===== config.mk =====
export PLATFORM = sky130hd
export DESIGN_NAME = load_store_unit
export DESIGN_NICKNAME = d
export VERILOG_FILES = /design/src/rtl/load_store_unit.sv
export SDC_FILE = /design/constraint.sdc
export NUM_CORES = 1
export LEC_CHECK = 0
export CORE_MARGIN = 2
export CORE_UTILIZATION = 25
export CTS_CLUSTER_DIAMETER = 100
export CTS_CLUSTER_SIZE = 14
export DETAILED_ROUTE_END_ITERATION = 8
export PLACE_DENSITY = 0.54
export SLEW_MARGIN = 0
export SYNTH_ARGS = -nofsm -noshare
export SYNTH_HDL_FRONTEND = slang
export SYNTH_SLANG_ARGS = --single-unit
export TNS_END_PERCENT = 30

===== constraint.sdc =====
create_clock -name clk -period 2.55 [get_ports clk]
set_input_delay 0.51 -clock clk [delete_from_list [all_inputs] [get_ports clk]]
set_output_delay 0.51 -clock clk [all_outputs]
set_load 0.02 [all_outputs]

===== src/rtl/load_store_unit.sv =====
// Load/store unit: runs one data-memory access per request from the control
// unit over a req/ack port, reports completion with done_ls and keeps the
// most recently loaded word on ld_data for the writeback mux.
module load_store_unit #(
  parameter int unsigned AW      = 16,
  parameter int unsigned TIMEOUT = 16
) (
  input  logic          clk,
  input  logic          reset,
  input  logic          abort,
  input  logic [1:0]    en_ls,
  input  logic [AW-1:0] addr,
  input  logic [15:0]   wdata,
  output logic          done_ls,
  output logic [15:0]   ld_data,
  output logic          ls_err,
  output logic          mem_req,
  output logic          mem_we,
  output logic [AW-1:0] mem_addr,
  output logic [15:0]   mem_wdata,
  input  logic          mem_ack,
  input  logic [15:0]   mem_rdata
);

  typedef enum logic [1:0] {
    IDLE = 2'd0,
    REQ  = 2'd1,
    DONE = 2'd2
  } state_t;

  state_t      state;
  state_t      state_next;
  logic [15:0] cnt;
  logic        start_op;
  logic        illegal_op;
  logic        timeout_hit;

  // Request decode and timeout detection
  always_comb begin
    start_op    = (en_ls == 2'b01) || (en_ls == 2'b10);
    illegal_op  = (en_ls == 2'b11);
    timeout_hit = (TIMEOUT != 0) && !mem_ack && (cnt == 16'(TIMEOUT - 1));
  end

  // State register; async reset drops the request at once
  always_ff @(posedge clk or negedge reset) begin
    if (!reset) begin
      state <= IDLE;
    end else begin
      state <= state_next;
    end
  end

  // Next-state logic; abort overrides every transition
  always_comb begin
    state_next = state;
    if (abort) begin
      state_next = IDLE;
    end else begin
      case (state)
        IDLE: begin
          if (start_op) begin
            state_next = REQ;
          end else if (illegal_op) begin
            state_next = DONE;
          end
        end
        REQ: begin
          if (mem_ack || timeout_hit) begin
            state_next = DONE;
          end
        end
        DONE: begin
          // en_ls is still asserted here; going straight to IDLE without
          // looking at it is what prevents a duplicate access.
          state_next = IDLE;
        end
        default: state_next = IDLE;
      endcase
    end
  end

  // mem_req and done_ls are decoded from the state register so that reset,
  // abort and completion all drop them on exactly the same edge as the state.
  always_comb begin
    mem_req = (state == REQ);
    done_ls = (state == DONE);
  end

  // Datapath registers: access latch, load result, error flag, wait counter
  always_ff @(posedge clk or negedge reset) begin
    if (!reset) begin
      mem_we    <= 1'b0;
      mem_addr  <= '0;
      mem_wdata <= '0;
      ld_data   <= '0;
      ls_err    <= 1'b0;
      cnt       <= '0;
    end else if (abort) begin
      // Abandoned access: ld_data and ls_err are deliberately kept.
      mem_we <= 1'b0;
      cnt    <= '0;
    end else begin
      case (state)
        IDLE: begin
          if (start_op) begin
            mem_addr  <= addr;
            mem_wdata <= wdata;
            mem_we    <= en_ls[1];
            ls_err    <= 1'b0;
            cnt       <= '0;
          end else if (illegal_op) begin
            ls_err <= 1'b1;
          end
        end
        REQ: begin
          if (mem_ack) begin
            if (!mem_we) begin
              ld_data <= mem_rdata;
            end
            mem_we <= 1'b0;
          end else if (timeout_hit) begin
            if (!mem_we) begin
              ld_data <= '0;
            end
            ls_err <= 1'b1;
            mem_we <= 1'b0;
          end else if (cnt != '1) begin
            cnt <= cnt + 16'd1;
          end
        end
        default: begin
        end
      endcase
    end
  end

endmodule


==> impl_metrics.yaml <==
global_routing:
  grtUsageTotal_pct: 11.67
  grt_max_degree: 69
  grt_pass1_vias: 2431
  overflow: 0
  grt_pass1_wl_um: 12240
  grt_antenna_before_repair: 0
floorplan:
  die_x_um: 116.3
  die_area_mm2: 0.01353
  io_pins: 106
  die_y_um: 116.3
  start_util_pct: 25.29
  rows: 41
  core_mm2: 0.01247
power_and_ir_drop:
  power_density_mw_per_mm2: 841.0
  p_sw_share_pct: 29.61
  intPower_mw: 2.800
  p_leak_nw: 1.947
  p_switching_mw: 1.178
  clkPwrFrac_pct: 31.6
  p_comb_share_pct: 32.2
  power_frac_seq_pct: 36.2
  peakVddDrop_uv: 260.0
cells_and_area:
  final_nets: 449
  drive_gt1_share_pct: 20.91
  final_common_cell: "clkdlybuf4s50_1"
  instances_no_fill: 569
  areaGrowthSynthToFinish_pct: 50.00
  most-common-layout-cells: "104 x clkdlybuf4s50_1, 68 x dfrtp_1, 46 x nand2_1"
  utilization_pct: 37.94
  diodes: 0
clocking:
  post_cts_buffers: 0
  insertion_delay_ns: 0.33
  cts_tree: "built"
  worst_setup_hold_path_clk_slew_ns: 0.05
  cts_max_level: 3
  clk_path_buf_depth: 2
  hold_buffers: 0
  clock-sinks: 68
  cts_inserted_buffers: 9
  ctsResizeCount: 0
  clock-root-buffer: "clkbuf_16"
routing:
  drtIter0Drc: 229
  ant_nets: 0
  vias: 2550
  routed_wl_um: 7731
  firstDrtPassIters: 4
  viasPerCell: 4.482
  wire_per_inst_um: 13.59
  drc: 0
setup_path:
  r2r-start: "cnt[0]"
  startpoint: "state[0]"
  crit_end: "mem_req"
  r2r_setup_slack_ns: 0.40
  r2r_end: "ld_data[9]"
  cp.required_ns: 2.04
  critPathMaxFanout: 5
  criticalPathCategory: "flip-flop to output pin"
  reg2reg_depth: 7
  worstPathArrival_ns: 1.92
  startpoint_type: "flip-flop"
  worstSetupEndpointType: "output pin"
logic_synthesis:
  avgSynthCellArea_um2: 11.34
  synthMuxAreaShare_pct: 11.43
  yosysWarnings: 0
  synthesis.area_mm2: 0.003153
  synth_cells: 278
  synth_xor_area_share_pct: 0
  yosys.area_share.simple_pct: 14.80
  synthAdderAreaFrac_pct: 1.190
  synth_nets: 335
  yosys.cell_types.count: 38
  synth-compound-area-share_pct: 14.88
  yosys-top-cells-area: "dfrtp_1 54%, mux2_2 11%, nand2_1 5.5%"
  yosysTopAreaCell: "dfrtp_1"
  ys_ff_latch: 68
  synth_top_family_by_area: "compound AO/OA/AOI/OAI gates"
  synth_top_cell_area_share_pct: 53.97
  yosysSeqAreaShare_pct: 53.97
placed_design:
  gp_congestion: 0.7588
  io_buffers: 105
  dp_hpwl_um: 5590
  dp.cells: 553
  pre_cts_ws_ns: 0.2057
sta:
  finalSetupViolCount: 0
  drv_slew: 0
  hold_violations: 0
  rsz0062_at_grt: "no"
  period_needed_ns: 2.427
  fin_setup_tns_ns: 0
  max_slew.worst_pin.slew_ns: 0.4632
  period_share_pct: 95.16
  setup_ws_ns: 0.1235
  clock_skew_ns: 0.006743
  relSlewSlack_pct: 69.12
  fmax_mhz: 412.1
flow_run:
  max_cap_violations: 0
worst_hold_path:
  min_path_type: "primary input to async pin"
outcome:
  status: "complete, no violations"
-- final cells by class --
cell class	count	area (µm²)
Inverter	5	18.77
Sequential cell	68	1702
Clock inverter	4	47.55
Tap cell	172	215.2
Multi-Input combinational cell	190	1334
Fill cell	1244	7736
Clock buffer	12	256.5
Timing Repair Buffer	118	1156
-- worst min path at each step --
| stage | start | endpoint | slack [ns] | cells past startpoint |
|---|---|---|---|---|
| floorplan | reset | cnt[0] | 0.21 | 0 |
| global placement | ld_data[11] | ld_data[11] | 0.46 | 2 |
| detailed placement | ld_data[1] | ld_data[1] | 0.47 | 2 |
| CTS | reset | ld_data[3] | 0.22 | 2 |
| global route | reset | ld_data[3] | 0.23 | 2 |
| finish | reset | ld_data[7] | 0.20 | 2 |
-- cell usage after synthesis --
cell and instances:
dfrtp_1 68, nand2_1 46, mux2_2 32, o21ai_1 14, o21ai_2 14, o21ai_0 11, nor2_1 9, nand3_1 8
a21oi_1 7, nand4_1 7, a31oi_1 6, clkbuf_1 6, o31ai_1 6, buf_6 5, inv_1 5, and3_1 4
buf_2 4, ha_1 3, nor4_4 3, a41oi_1 2, a21boi_0 1, a32oi_1 1, a41oi_4 1, and2_1 1
and4_1 1, nand2b_1 1, nand3b_1 1, nor2b_1 1, nor3_1 1, nor3_2 1, nor3b_1 1, nor4_2 1
o21a_1 1, o22ai_1 1, o22ai_4 1, o41ai_1 1, or3_1 1, or4_4 1
-- through the flow --
| stage | total power, mW | instance area (µm²) | hold slack, ns |
|---|---|---|---|
| 2_1_floorplan | 2.082 | 3153 | 0.2144 |
| 3_3_place_gp | 2.746 | 4425 | 0.4601 |
| 3_5_place_dp | 2.760 | 4425 | 0.4666 |
| 4_1_cts | 4.045 | 4730 | 0.2221 |
| 5_1_grt | 4.208 | 4730 | 0.2321 |
| 6_report | 3.978 | 4730 | 0.2008 |
-- critical path, stage by stage, from the launching register on --
cell             delay (ns)
dfrtp_1                0.41
inv_1                  0.12
nor2_1                 0.37
clkdlybuf4s50_1        0.69
-- power by group through the flow --
stage / Sequential [mW] / Combinational, mW / Clock (mW)
floorplan: 1.75 / 0.333 / 0
global placement: 1.45 / 1.30 / 0
detailed placement: 1.46 / 1.30 / 0
CTS: 1.45 / 1.30 / 1.30
global route: 1.48 / 1.38 / 1.35
finish: 1.44 / 1.28 / 1.26
-- cells by family (layout without fill, tap and decap cells) --
| logic type | after synthesis | count (layout) |
|---|---|---|
| adders and majority gates | 3 | 3 |
| AOI/OAI and AO/OA | 67 | 67 |
| buffers and inverters | 20 | 139 |
| muxes | 32 | 32 |
| and+or+nand+nor | 88 | 88 |
| DFF | 68 | 68 |
-- per-layer routing --
metal | GRT usage (%) | up-vias | part of all wire, %
li1 | - | 1233 | -
met1 | 16.08 | 1227 | 45
met2 | 17.79 | 80 | 48
met3 | 3.217 | 10 | 6.1
met4 | 3.810 | 0 | 1.7
met5 | 0 | - | 0
-- flip-flops by register name (all words and copies together), names as in the netlist --
name and count:
cnt 16, ls_err 1, ld_data 16, state 2, mem_addr 16, mem_wdata 16
mem_we 1
Note: power is estimated with default switching activity, not from simulation.
